--- src/rtl/data_memory_port_if.sv ---
// rtl/data_memory_port_if.sv - request, completion and byte-wide RAM bus signals of the data memory port
interface data_memory_port_if #(
  parameter int ADDR_WIDTH = 32
);
  logic                  clearIn;
  logic [1:0]            accessType;
  logic                  readWriteIn;
  logic [ADDR_WIDTH-1:0] dataAddr;
  logic [31:0]           dataWrite;
  logic                  dataValid;
  logic [31:0]           dataOut;
  logic                  dataWriteSuc;
  logic                  busy;
  logic                  memRequest;
  logic                  memGranted;
  logic [ADDR_WIDTH-1:0] memAddr;
  logic                  memWrite;
  logic [7:0]            memOut;
  logic [7:0]            memIn;
  logic                  ioBufferFull;

  modport slave (
    input  clearIn, accessType, readWriteIn, dataAddr, dataWrite,
    input  memGranted, memIn, ioBufferFull,
    output dataValid, dataOut, dataWriteSuc, busy,
    output memRequest, memAddr, memWrite, memOut
  );

  modport master (
    output clearIn, accessType, readWriteIn, dataAddr, dataWrite,
    output memGranted, memIn, ioBufferFull,
    input  dataValid, dataOut, dataWriteSuc, busy,
    input  memRequest, memAddr, memWrite, memOut
  );
endinterface

--- src/rtl/data_memory_port.sv ---
// rtl/data_memory_port.sv - serializes byte/half/word loads and stores onto a shared byte-wide RAM bus
module data_memory_port #(
  parameter int ADDR_WIDTH = 32
) (
  input logic               clockIn,
  input logic               resetIn,
  data_memory_port_if.slave bus
);
  typedef enum logic [1:0] {IDLE, REQ, ACCESS} state_e;

  state_e                state_q;
  logic                  is_read_q;
  logic [ADDR_WIDTH-1:0] addr_q;
  logic [31:0]           wdata_q;
  logic [1:0]            last_q;
  logic [1:0]            k_q;
  logic [23:0]           rdata_q;
  logic                  data_valid_q;
  logic                  write_suc_q;
  logic                  mem_request_q;
  logic                  mem_write_q;
  logic                  busy_q;
  logic [31:0]           data_out_q;
  logic [ADDR_WIDTH-1:0] mem_addr_q;
  logic [7:0]            mem_out_q;

  logic [1:0]            nxt_k;
  logic [ADDR_WIDTH-1:0] cur_addr;
  logic [ADDR_WIDTH-1:0] nxt_addr;
  logic [7:0]            cur_byte;
  logic [7:0]            nxt_byte;
  logic                  stall_cur;
  logic                  stall_nxt;
  logic [31:0]           read_word;
  logic [1:0]            req_last;

  assign nxt_k     = k_q + 2'd1;
  assign cur_addr  = addr_q + ADDR_WIDTH'(k_q);
  assign nxt_addr  = addr_q + ADDR_WIDTH'(nxt_k);
  assign cur_byte  = wdata_q[{k_q, 3'b000} +: 8];
  assign nxt_byte  = wdata_q[{nxt_k, 3'b000} +: 8];
  assign stall_cur = (cur_addr[17:16] == 2'b11) && bus.ioBufferFull;
  assign stall_nxt = (nxt_addr[17:16] == 2'b11) && bus.ioBufferFull;

  // Merge the byte arriving now into lane k; lanes above k stay zero.
  always_comb begin
    read_word = 32'h0;
    case (k_q)
      2'd0:    read_word = {24'h0, bus.memIn};
      2'd1:    read_word = {16'h0, bus.memIn, rdata_q[7:0]};
      2'd2:    read_word = {8'h0, bus.memIn, rdata_q[15:0]};
      default: read_word = {bus.memIn, rdata_q};
    endcase
  end

  always_comb begin
    req_last = 2'd0;
    case (bus.accessType)
      2'b10:   req_last = 2'd1;
      2'b11:   req_last = 2'd3;
      default: req_last = 2'd0;
    endcase
  end

  always_ff @(posedge clockIn) begin
    if (resetIn) begin
      state_q       <= IDLE;
      is_read_q     <= 1'b0;
      addr_q        <= '0;
      wdata_q       <= '0;
      last_q        <= '0;
      k_q           <= '0;
      rdata_q       <= '0;
      data_valid_q  <= 1'b0;
      write_suc_q   <= 1'b0;
      mem_request_q <= 1'b0;
      mem_write_q   <= 1'b0;
      busy_q        <= 1'b0;
      data_out_q    <= '0;
      mem_addr_q    <= '0;
      mem_out_q     <= '0;
    end else begin
      data_valid_q <= 1'b0;
      write_suc_q  <= 1'b0;
      unique case (state_q)
        IDLE: begin
          // A flush squashes a load arriving with it, but a store is already committed.
          if (bus.accessType != 2'b00 && !(bus.clearIn && bus.readWriteIn)) begin
            state_q       <= REQ;
            busy_q        <= 1'b1;
            mem_request_q <= 1'b1;
            is_read_q     <= bus.readWriteIn;
            addr_q        <= bus.dataAddr;
            wdata_q       <= bus.dataWrite;
            last_q        <= req_last;
            k_q           <= 2'd0;
            rdata_q       <= '0;
          end
        end
        REQ: begin
          if (is_read_q && bus.clearIn) begin
            state_q       <= IDLE;
            busy_q        <= 1'b0;
            mem_request_q <= 1'b0;
          end else if (bus.memGranted) begin
            state_q <= ACCESS;
            if (is_read_q) begin
              mem_addr_q <= cur_addr;
            end else if (!stall_cur) begin
              mem_addr_q  <= cur_addr;
              mem_out_q   <= cur_byte;
              mem_write_q <= 1'b1;
            end
          end
        end
        ACCESS: begin
          if (is_read_q) begin
            if (bus.clearIn) begin
              state_q       <= IDLE;
              busy_q        <= 1'b0;
              mem_request_q <= 1'b0;
            end else begin
              rdata_q <= read_word[23:0];
              if (k_q == last_q) begin
                data_out_q    <= read_word;
                data_valid_q  <= 1'b1;
                state_q       <= IDLE;
                busy_q        <= 1'b0;
                mem_request_q <= 1'b0;
              end else begin
                k_q        <= nxt_k;
                mem_addr_q <= nxt_addr;
              end
            end
          end else if (mem_write_q) begin
            if (k_q == last_q) begin
              mem_write_q   <= 1'b0;
              write_suc_q   <= 1'b1;
              state_q       <= IDLE;
              busy_q        <= 1'b0;
              mem_request_q <= 1'b0;
            end else begin
              k_q         <= nxt_k;
              mem_write_q <= !stall_nxt;
              if (!stall_nxt) begin
                mem_addr_q <= nxt_addr;
                mem_out_q  <= nxt_byte;
              end
            end
          end else if (!stall_cur) begin
            // Byte k was held back by a full I/O buffer; issue it now.
            mem_write_q <= 1'b1;
            mem_addr_q  <= cur_addr;
            mem_out_q   <= cur_byte;
          end
        end
        default: begin
          state_q       <= IDLE;
          busy_q        <= 1'b0;
          mem_request_q <= 1'b0;
          mem_write_q   <= 1'b0;
        end
      endcase
    end
  end

  assign bus.dataValid    = data_valid_q;
  assign bus.dataOut      = data_out_q;
  assign bus.dataWriteSuc = write_suc_q;
  assign bus.busy         = busy_q;
  assign bus.memRequest   = mem_request_q;
  assign bus.memAddr      = mem_addr_q;
  assign bus.memWrite     = mem_write_q;
  assign bus.memOut       = mem_out_q;
endmodule

--- src/flat_wrapper.sv ---
// flat-port wrapper written by rule: the top's interface ports become plain ports
module data_memory_port_flat 
#(
  parameter int ADDR_WIDTH = 32
)
  (clockIn, resetIn, bus_clearIn, bus_accessType, bus_readWriteIn, bus_dataAddr, bus_dataWrite, bus_memGranted, bus_memIn, bus_ioBufferFull, bus_dataValid, bus_dataOut, bus_dataWriteSuc, bus_busy, bus_memRequest, bus_memAddr, bus_memWrite, bus_memOut);
  data_memory_port_if #(.ADDR_WIDTH(ADDR_WIDTH)) bus_i ();
  input logic clockIn;
  input logic resetIn;
  input wire logic [$bits(bus_i.clearIn)-1:0] bus_clearIn;
  input wire logic [$bits(bus_i.accessType)-1:0] bus_accessType;
  input wire logic [$bits(bus_i.readWriteIn)-1:0] bus_readWriteIn;
  input wire logic [$bits(bus_i.dataAddr)-1:0] bus_dataAddr;
  input wire logic [$bits(bus_i.dataWrite)-1:0] bus_dataWrite;
  input wire logic [$bits(bus_i.memGranted)-1:0] bus_memGranted;
  input wire logic [$bits(bus_i.memIn)-1:0] bus_memIn;
  input wire logic [$bits(bus_i.ioBufferFull)-1:0] bus_ioBufferFull;
  output wire logic [$bits(bus_i.dataValid)-1:0] bus_dataValid;
  output wire logic [$bits(bus_i.dataOut)-1:0] bus_dataOut;
  output wire logic [$bits(bus_i.dataWriteSuc)-1:0] bus_dataWriteSuc;
  output wire logic [$bits(bus_i.busy)-1:0] bus_busy;
  output wire logic [$bits(bus_i.memRequest)-1:0] bus_memRequest;
  output wire logic [$bits(bus_i.memAddr)-1:0] bus_memAddr;
  output wire logic [$bits(bus_i.memWrite)-1:0] bus_memWrite;
  output wire logic [$bits(bus_i.memOut)-1:0] bus_memOut;
  assign bus_i.clearIn = bus_clearIn;
  assign bus_i.accessType = bus_accessType;
  assign bus_i.readWriteIn = bus_readWriteIn;
  assign bus_i.dataAddr = bus_dataAddr;
  assign bus_i.dataWrite = bus_dataWrite;
  assign bus_i.memGranted = bus_memGranted;
  assign bus_i.memIn = bus_memIn;
  assign bus_i.ioBufferFull = bus_ioBufferFull;
  assign bus_dataValid = bus_i.dataValid;
  assign bus_dataOut = bus_i.dataOut;
  assign bus_dataWriteSuc = bus_i.dataWriteSuc;
  assign bus_busy = bus_i.busy;
  assign bus_memRequest = bus_i.memRequest;
  assign bus_memAddr = bus_i.memAddr;
  assign bus_memWrite = bus_i.memWrite;
  assign bus_memOut = bus_i.memOut;
  data_memory_port #(.ADDR_WIDTH(ADDR_WIDTH)) u_core (.clockIn(clockIn), .resetIn(resetIn), .bus(bus_i));
endmodule
--- config.mk ---
export PLATFORM = sky130hd
export DESIGN_NAME = data_memory_port_flat
export DESIGN_NICKNAME = d
export VERILOG_FILES = /design/src/rtl/data_memory_port_if.sv /design/src/rtl/data_memory_port.sv /design/src/flat_wrapper.sv
export SDC_FILE = /design/constraint.sdc
export NUM_CORES = 1
export LEC_CHECK = 0
export ABC_AREA = 1
export BUFFER_PORTS_ARGS = -buffer_cell sky130_fd_sc_hd__buf_2
export CELL_PAD_IN_SITES_DETAIL_PLACEMENT = 1
export CELL_PAD_IN_SITES_GLOBAL_PLACEMENT = 1
export CORE_UTILIZATION = 40
export CTS_CLUSTER_SIZE = 12
export DETAILED_ROUTE_END_ITERATION = 6
export PLACE_DENSITY = 0.76
export SETUP_SLACK_MARGIN = 0.4
export SYNTH_ARGS = -nofsm -noshare
export SYNTH_HDL_FRONTEND = slang
export SYNTH_SLANG_ARGS = --single-unit
--- constraint.sdc ---
create_clock -name clockIn -period 4.15 [get_ports clockIn]
set_clock_uncertainty 0.1 [all_clocks]
set_input_delay 0.2075 -clock clockIn [delete_from_list [all_inputs] [get_ports clockIn]]
set_output_delay 0.2075 -clock clockIn [all_outputs]
set_load 0.05 [all_outputs]
==> Implementation_results.wiki <==
{| class="wikitable"
! Metric !! Value
|-
| Number of flops mapped to enable cells by yosys || 0
|-
| Highest fanout seen on the critical path || 27
|-
| Number of antenna violations at the first check in global routing || 0
|-
| Cell area after technology mapping || 9360 um2
|-
| Post-synth ARST share || 0%
|-
| Endpoints failing hold || 0
|-
| Post-synthesis to final-layout area growth || 24.1%
|-
| Crit path max-delay family || simple AND/OR/NAND/NOR gates
|-
| Headroom to the max-slew limit || 25.5%
|-
| Row Count || 55
|-
| Arrival time reported for the critical path endpoint || between 3 and 4 ns
|-
| Number of instances in the synthesized netlist || 1402
|-
| Core utilization of the finished layout || 51.0%
|-
| Die Outline Area || between 20000 and 25000 um2
|-
| Clock Root Buffer || sky130_fd_sc_hd__clkbuf_16
|-
| Number of distinct library cells after synthesis || between 40 and 50
|-
| Initial Utilization || about two fifths
|-
| Overall track demand over capacity in global routing || 28.2%
|-
| Horizontal die dimension || roughly 150 um
|-
| Commonest register cell after synthesis || sky130_fd_sc_hd__dfxtp_1
|-
| Worst min-delay path class || in -> reg
|-
| Maximum number of pins on one net before global-route repair || 62
|-
| Fraction of synthesized cell area taken by the top area cell type || a little under two fifths
|-
| Startpoint of the worst register-to-register path || u_core.k_q[1]
|-
| Hold-fix buffer count after cts || 62
|-
| Worst path required time || 4.38 ns
|-
| IR drop worst, VDD || 273 uV
|-
| Worst Setup Start Kind || register
|-
| Layout cells sized above 1 || 16.4%
|-
| Sum of negative setup slack || 0 ns
|-
| Run status || complete, no violations
|-
| Worst-path cell chain || clkinv_1 -> ha_1 -> fa_1 -> inv_1 -> nor2_4 -> nand2_4 -> nor2_1 -> nand2_1 -> nand2_2 -> nor2_4 -> nand4_4 -> nand2_2 -> inv_4 -> o21ai_0 -> nor2_1
|-
| Crit-path slowest cell || sky130_fd_sc_hd__dfxtp_1
|-
| Routed vias || 10123
|-
| Average footprint of a synthesized cell || 6.68 um2
|-
| Clock transition time at the flip-flop clock pins of the worst setup and hold paths || 0.08 ns
|-
| Max Slew Vio Count || 0
|-
| Final critical-path required period || 3.30 ns
|-
| Via density || 5.29
|-
| Hold path startpoint || bus_dataWrite[15]
|-
| Library cell with the largest summed area after synthesis || sky130_fd_sc_hd__dfxtp_1
|-
| Slew at the pin closest to its max-slew limit || 1.12 ns
|-
| Number of primary I/O pins || approximately 160
|-
| Cell types with the largest area share after synthesis || sky130_fd_sc_hd__dfxtp_1 (37%), sky130_fd_sc_hd__nand2_1 (13%), sky130_fd_sc_hd__nor2_1 (8.6%)
|-
| Synth Warn # || 0
|-
| Highest clock frequency the design can meet || about 0.30 GHz
|-
| Die Y || 155 um
|-
| Wire length of the first global-routing pass || 53800 um
|-
| Wire length reported by the detailed router || 33000 um
|-
| First-pass DRT Iterations || 5
|-
| DRC violation count after routing || 0
|-
| Final setup fails || 0
|-
| Unrepaired setup endpoints after global routing || false
|-
| Number of instances resized during post-cts repair || 0
|-
| Detail Route Antenna Nets || 0
|-
| Global placer's final weighted congestion || 0.855
|-
| Final-stage net count || approximately 1700
|-
| Leakage power || 5.24 nW
|-
| H-tree Lvls || 4
|-
| Num CTS Buffers || 17
|-
| Ratio of total power to cell area || 507 nW/um2
|-
| Clock insertion delay at the later pin of the skew report || 0.44 ns
|-
| Buffering stage count on the worst path with inverters included || 3
|-
| Fill cells || 3033
|-
| Clock tree from TritonCTS || done
|-
| Critical setup path kind || reg -> reg
|-
| Sequential share of the synthesized area || 36.8%
|-
| Clock Path Buffers || 2
|-
| Placed wire-length estimate after detailed placement || ~23000 um
|-
| Worst setup path startpoint || u_core.k_q[1]
|-
| Number of global-route vias before repair || between 10000 and 15000
|-
| Number of diodes added for antenna fixing || 0
|-
| Portion of the clock cycle consumed by the worst path in the final layout || 79.4%
|-
| CTS sink count || 172
|-
| Number of setup buffers added after CTS || 0
|-
| Total nets after synthesis || 1496
|-
| Core area || roughly 23000 um2
|-
| Seq cells post-synth || 172
|-
| Critical path's largest stage delay || 0.55 ns
|-
| Count of buffers inserted at the top-level ports || 156
|-
| Kind of capture point of the worst setup path || register
|-
| Gr ovfl total || 0
|-
| Per-cell routed wire length || ~17 um
|-
| Maximum Capacitance Violations || 0
|-
| Drt first-iter violations || 531
|}
## cells in the mapped netlist (2+ instances only)
master and number:
sky130_fd_sc_hd__nand3_2 5, sky130_fd_sc_hd__xnor2_1 8, sky130_fd_sc_hd__nand2_1 322, sky130_fd_sc_hd__a21oi_1 115
sky130_fd_sc_hd__nor2_1 214, sky130_fd_sc_hd__nor2_8 2, sky130_fd_sc_hd__buf_6 7, sky130_fd_sc_hd__inv_1 104
sky130_fd_sc_hd__o21ai_2 3, sky130_fd_sc_hd__nor4_1 2, sky130_fd_sc_hd__nand2_4 4, sky130_fd_sc_hd__a32o_1 7
sky130_fd_sc_hd__nor2_2 6, sky130_fd_sc_hd__clkinv_1 2, sky130_fd_sc_hd__a22oi_1 16, sky130_fd_sc_hd__nand3b_1 4
sky130_fd_sc_hd__or2_2 8, sky130_fd_sc_hd__nand4_1 6, sky130_fd_sc_hd__nor3_1 6, sky130_fd_sc_hd__fa_1 2
sky130_fd_sc_hd__ha_1 12, sky130_fd_sc_hd__o21ai_1 5, sky130_fd_sc_hd__o211ai_1 15, sky130_fd_sc_hd__dfxtp_1 172
sky130_fd_sc_hd__a211oi_1 2, sky130_fd_sc_hd__xor2_1 21, sky130_fd_sc_hd__nor2_4 6, sky130_fd_sc_hd__clkbuf_1 51
sky130_fd_sc_hd__buf_2 5, sky130_fd_sc_hd__nand3_1 97, sky130_fd_sc_hd__nand3_4 2, sky130_fd_sc_hd__o21ai_0 143
sky130_fd_sc_hd__nand2_2 12, sky130_fd_sc_hd__buf_1 7
## logic make-up after synthesis
logic type	synth area share (%)
AOI/OAI and AO/OA	18.2
and+or+nand+nor	32.4
buffers and inverters	7.87
xor gates and xnor gates	2.71
DFF	36.8
adders and majority gates	2.03
## flip-flops by register name, summed over array words and instances (netlist names)
register	count
u_core.addr_q	32
u_core.bus.dataValid	1
u_core.wdata_q	32
u_core.is_read_q	1
u_core.bus.memAddr	32
u_core.bus.dataOut	32
u_core.state_q	2
u_core.bus.memWrite	1
u_core.k_q	2
u_core.bus.dataWriteSuc	1
u_core.bus.memRequest	1
u_core.bus.memOut	8
u_core.bus.busy	1
u_core.last_q	2
u_core.rdata_q	24
## final timing paths
kind	end	cells past startpoint	slack [ns]
setup / recovery	u_core.bus.memAddr[30]	15	0.85
hold / removal	u_core.wdata_q[15]	3	0.007
setup reg to reg	u_core.bus.memAddr[30]	15	0.85
hold reg to reg	u_core.bus.memOut[6]	2	0.36
## power breakdown
part | internal (mW) | switching, mW | total [mW]
logic | 0.607 | 1.46 | 2.07
clock network | 0.886 | 0.836 | 1.72
registers | 1.88 | 0.222 | 2.10
total | 3.37 | 2.52 | 5.89
## layer usage
metal / share of wire, % / vias to the layer above / routed length, um / global-route usage (%)
li1: - / 4947 / - / -
met4: 1.5 / 0 / 507 / 7.97
met5: 0 / - / 0 / 0
met1: 45 / 4966 / 14700 / 34.5
met2: 51 / 174 / 16900 / 51.4
met3: 2.6 / 36 / 845 / 3.40
## final cells by class
| cell class | instances | area, um2 | area share [%] |
|---|---|---|---|
| Clock buffer | 17 | 425 | 3.66 |
| Sequential cell | 172 | 3440 | 29.7 |
| Clock inverter | 15 | 214 | 1.84 |
| Inverter | 108 | 408 | 3.51 |
| Tap cell | 313 | 392 | 3.37 |
| Timing Repair Buffer | 237 | 1540 | 13.3 |
| Multi-Input combinational cell | 1051 | 5190 | 44.7 |
## cells in the final DEF, fill, tap and decap left out, types with 3 or more instances in the layout
cell                            instances
sky130_fd_sc_hd__nand4_1                6
sky130_fd_sc_hd__dlygate4sd3_1         62
sky130_fd_sc_hd__ha_1                  12
sky130_fd_sc_hd__nand2_4                4
sky130_fd_sc_hd__xor2_1                21
sky130_fd_sc_hd__a21oi_1              115
sky130_fd_sc_hd__o21ai_2                3
sky130_fd_sc_hd__nand3_2                5
sky130_fd_sc_hd__inv_1                102
sky130_fd_sc_hd__o21ai_0              143
sky130_fd_sc_hd__nor2_4                 6
sky130_fd_sc_hd__a22oi_1               16
sky130_fd_sc_hd__buf_2                156
sky130_fd_sc_hd__o21ai_1                5
sky130_fd_sc_hd__nand2_2               12
sky130_fd_sc_hd__dfxtp_1              172
sky130_fd_sc_hd__buf_4                 19
sky130_fd_sc_hd__nand3b_1               4
sky130_fd_sc_hd__nand3_1               97
sky130_fd_sc_hd__xnor2_1                8
sky130_fd_sc_hd__inv_8                  4
sky130_fd_sc_hd__inv_2                  3
sky130_fd_sc_hd__o211ai_1              15
sky130_fd_sc_hd__clkbuf_16             17
sky130_fd_sc_hd__a32o_1                 7
sky130_fd_sc_hd__nor2_1               213
sky130_fd_sc_hd__nand2_1              322
sky130_fd_sc_hd__or2_2                  8
sky130_fd_sc_hd__clkinv_8               5
sky130_fd_sc_hd__nor3_1                 5
sky130_fd_sc_hd__nor2_2                 7
## metrics by stage
step / cells / hold WS, ns / setup slack [ns] / total power, mW / instance area (um2)
finish: 1913 / 0.00713 / 0.854 / 5.89 / 11600
global route: 1913 / 0.0165 / 0.591 / 6.23 / 11600
CTS: 1913 / 0.00151 / 0.846 / 5.91 / 11600
detailed placement: 1819 / 0.337 / 0.858 / 4.14 / 10400
global placement: 1819 / 0.331 / 1.02 / 4.10 / 10400
floorplan: 1402 / 0.242 / 1.09 / 3.57 / 9360
## worst reg2reg max path, delay by kind of cell, from the launching register on
kind	cells	cell delay [ns]
and+or+nand+nor	9	1.01
buffers and inverters	3	0.49
AOI/OAI and AO/OA	1	0.20
adders and majority gates	2	0.87
DFF	1	0.55
No activity file was read; power rests on OpenSTA's default activity.
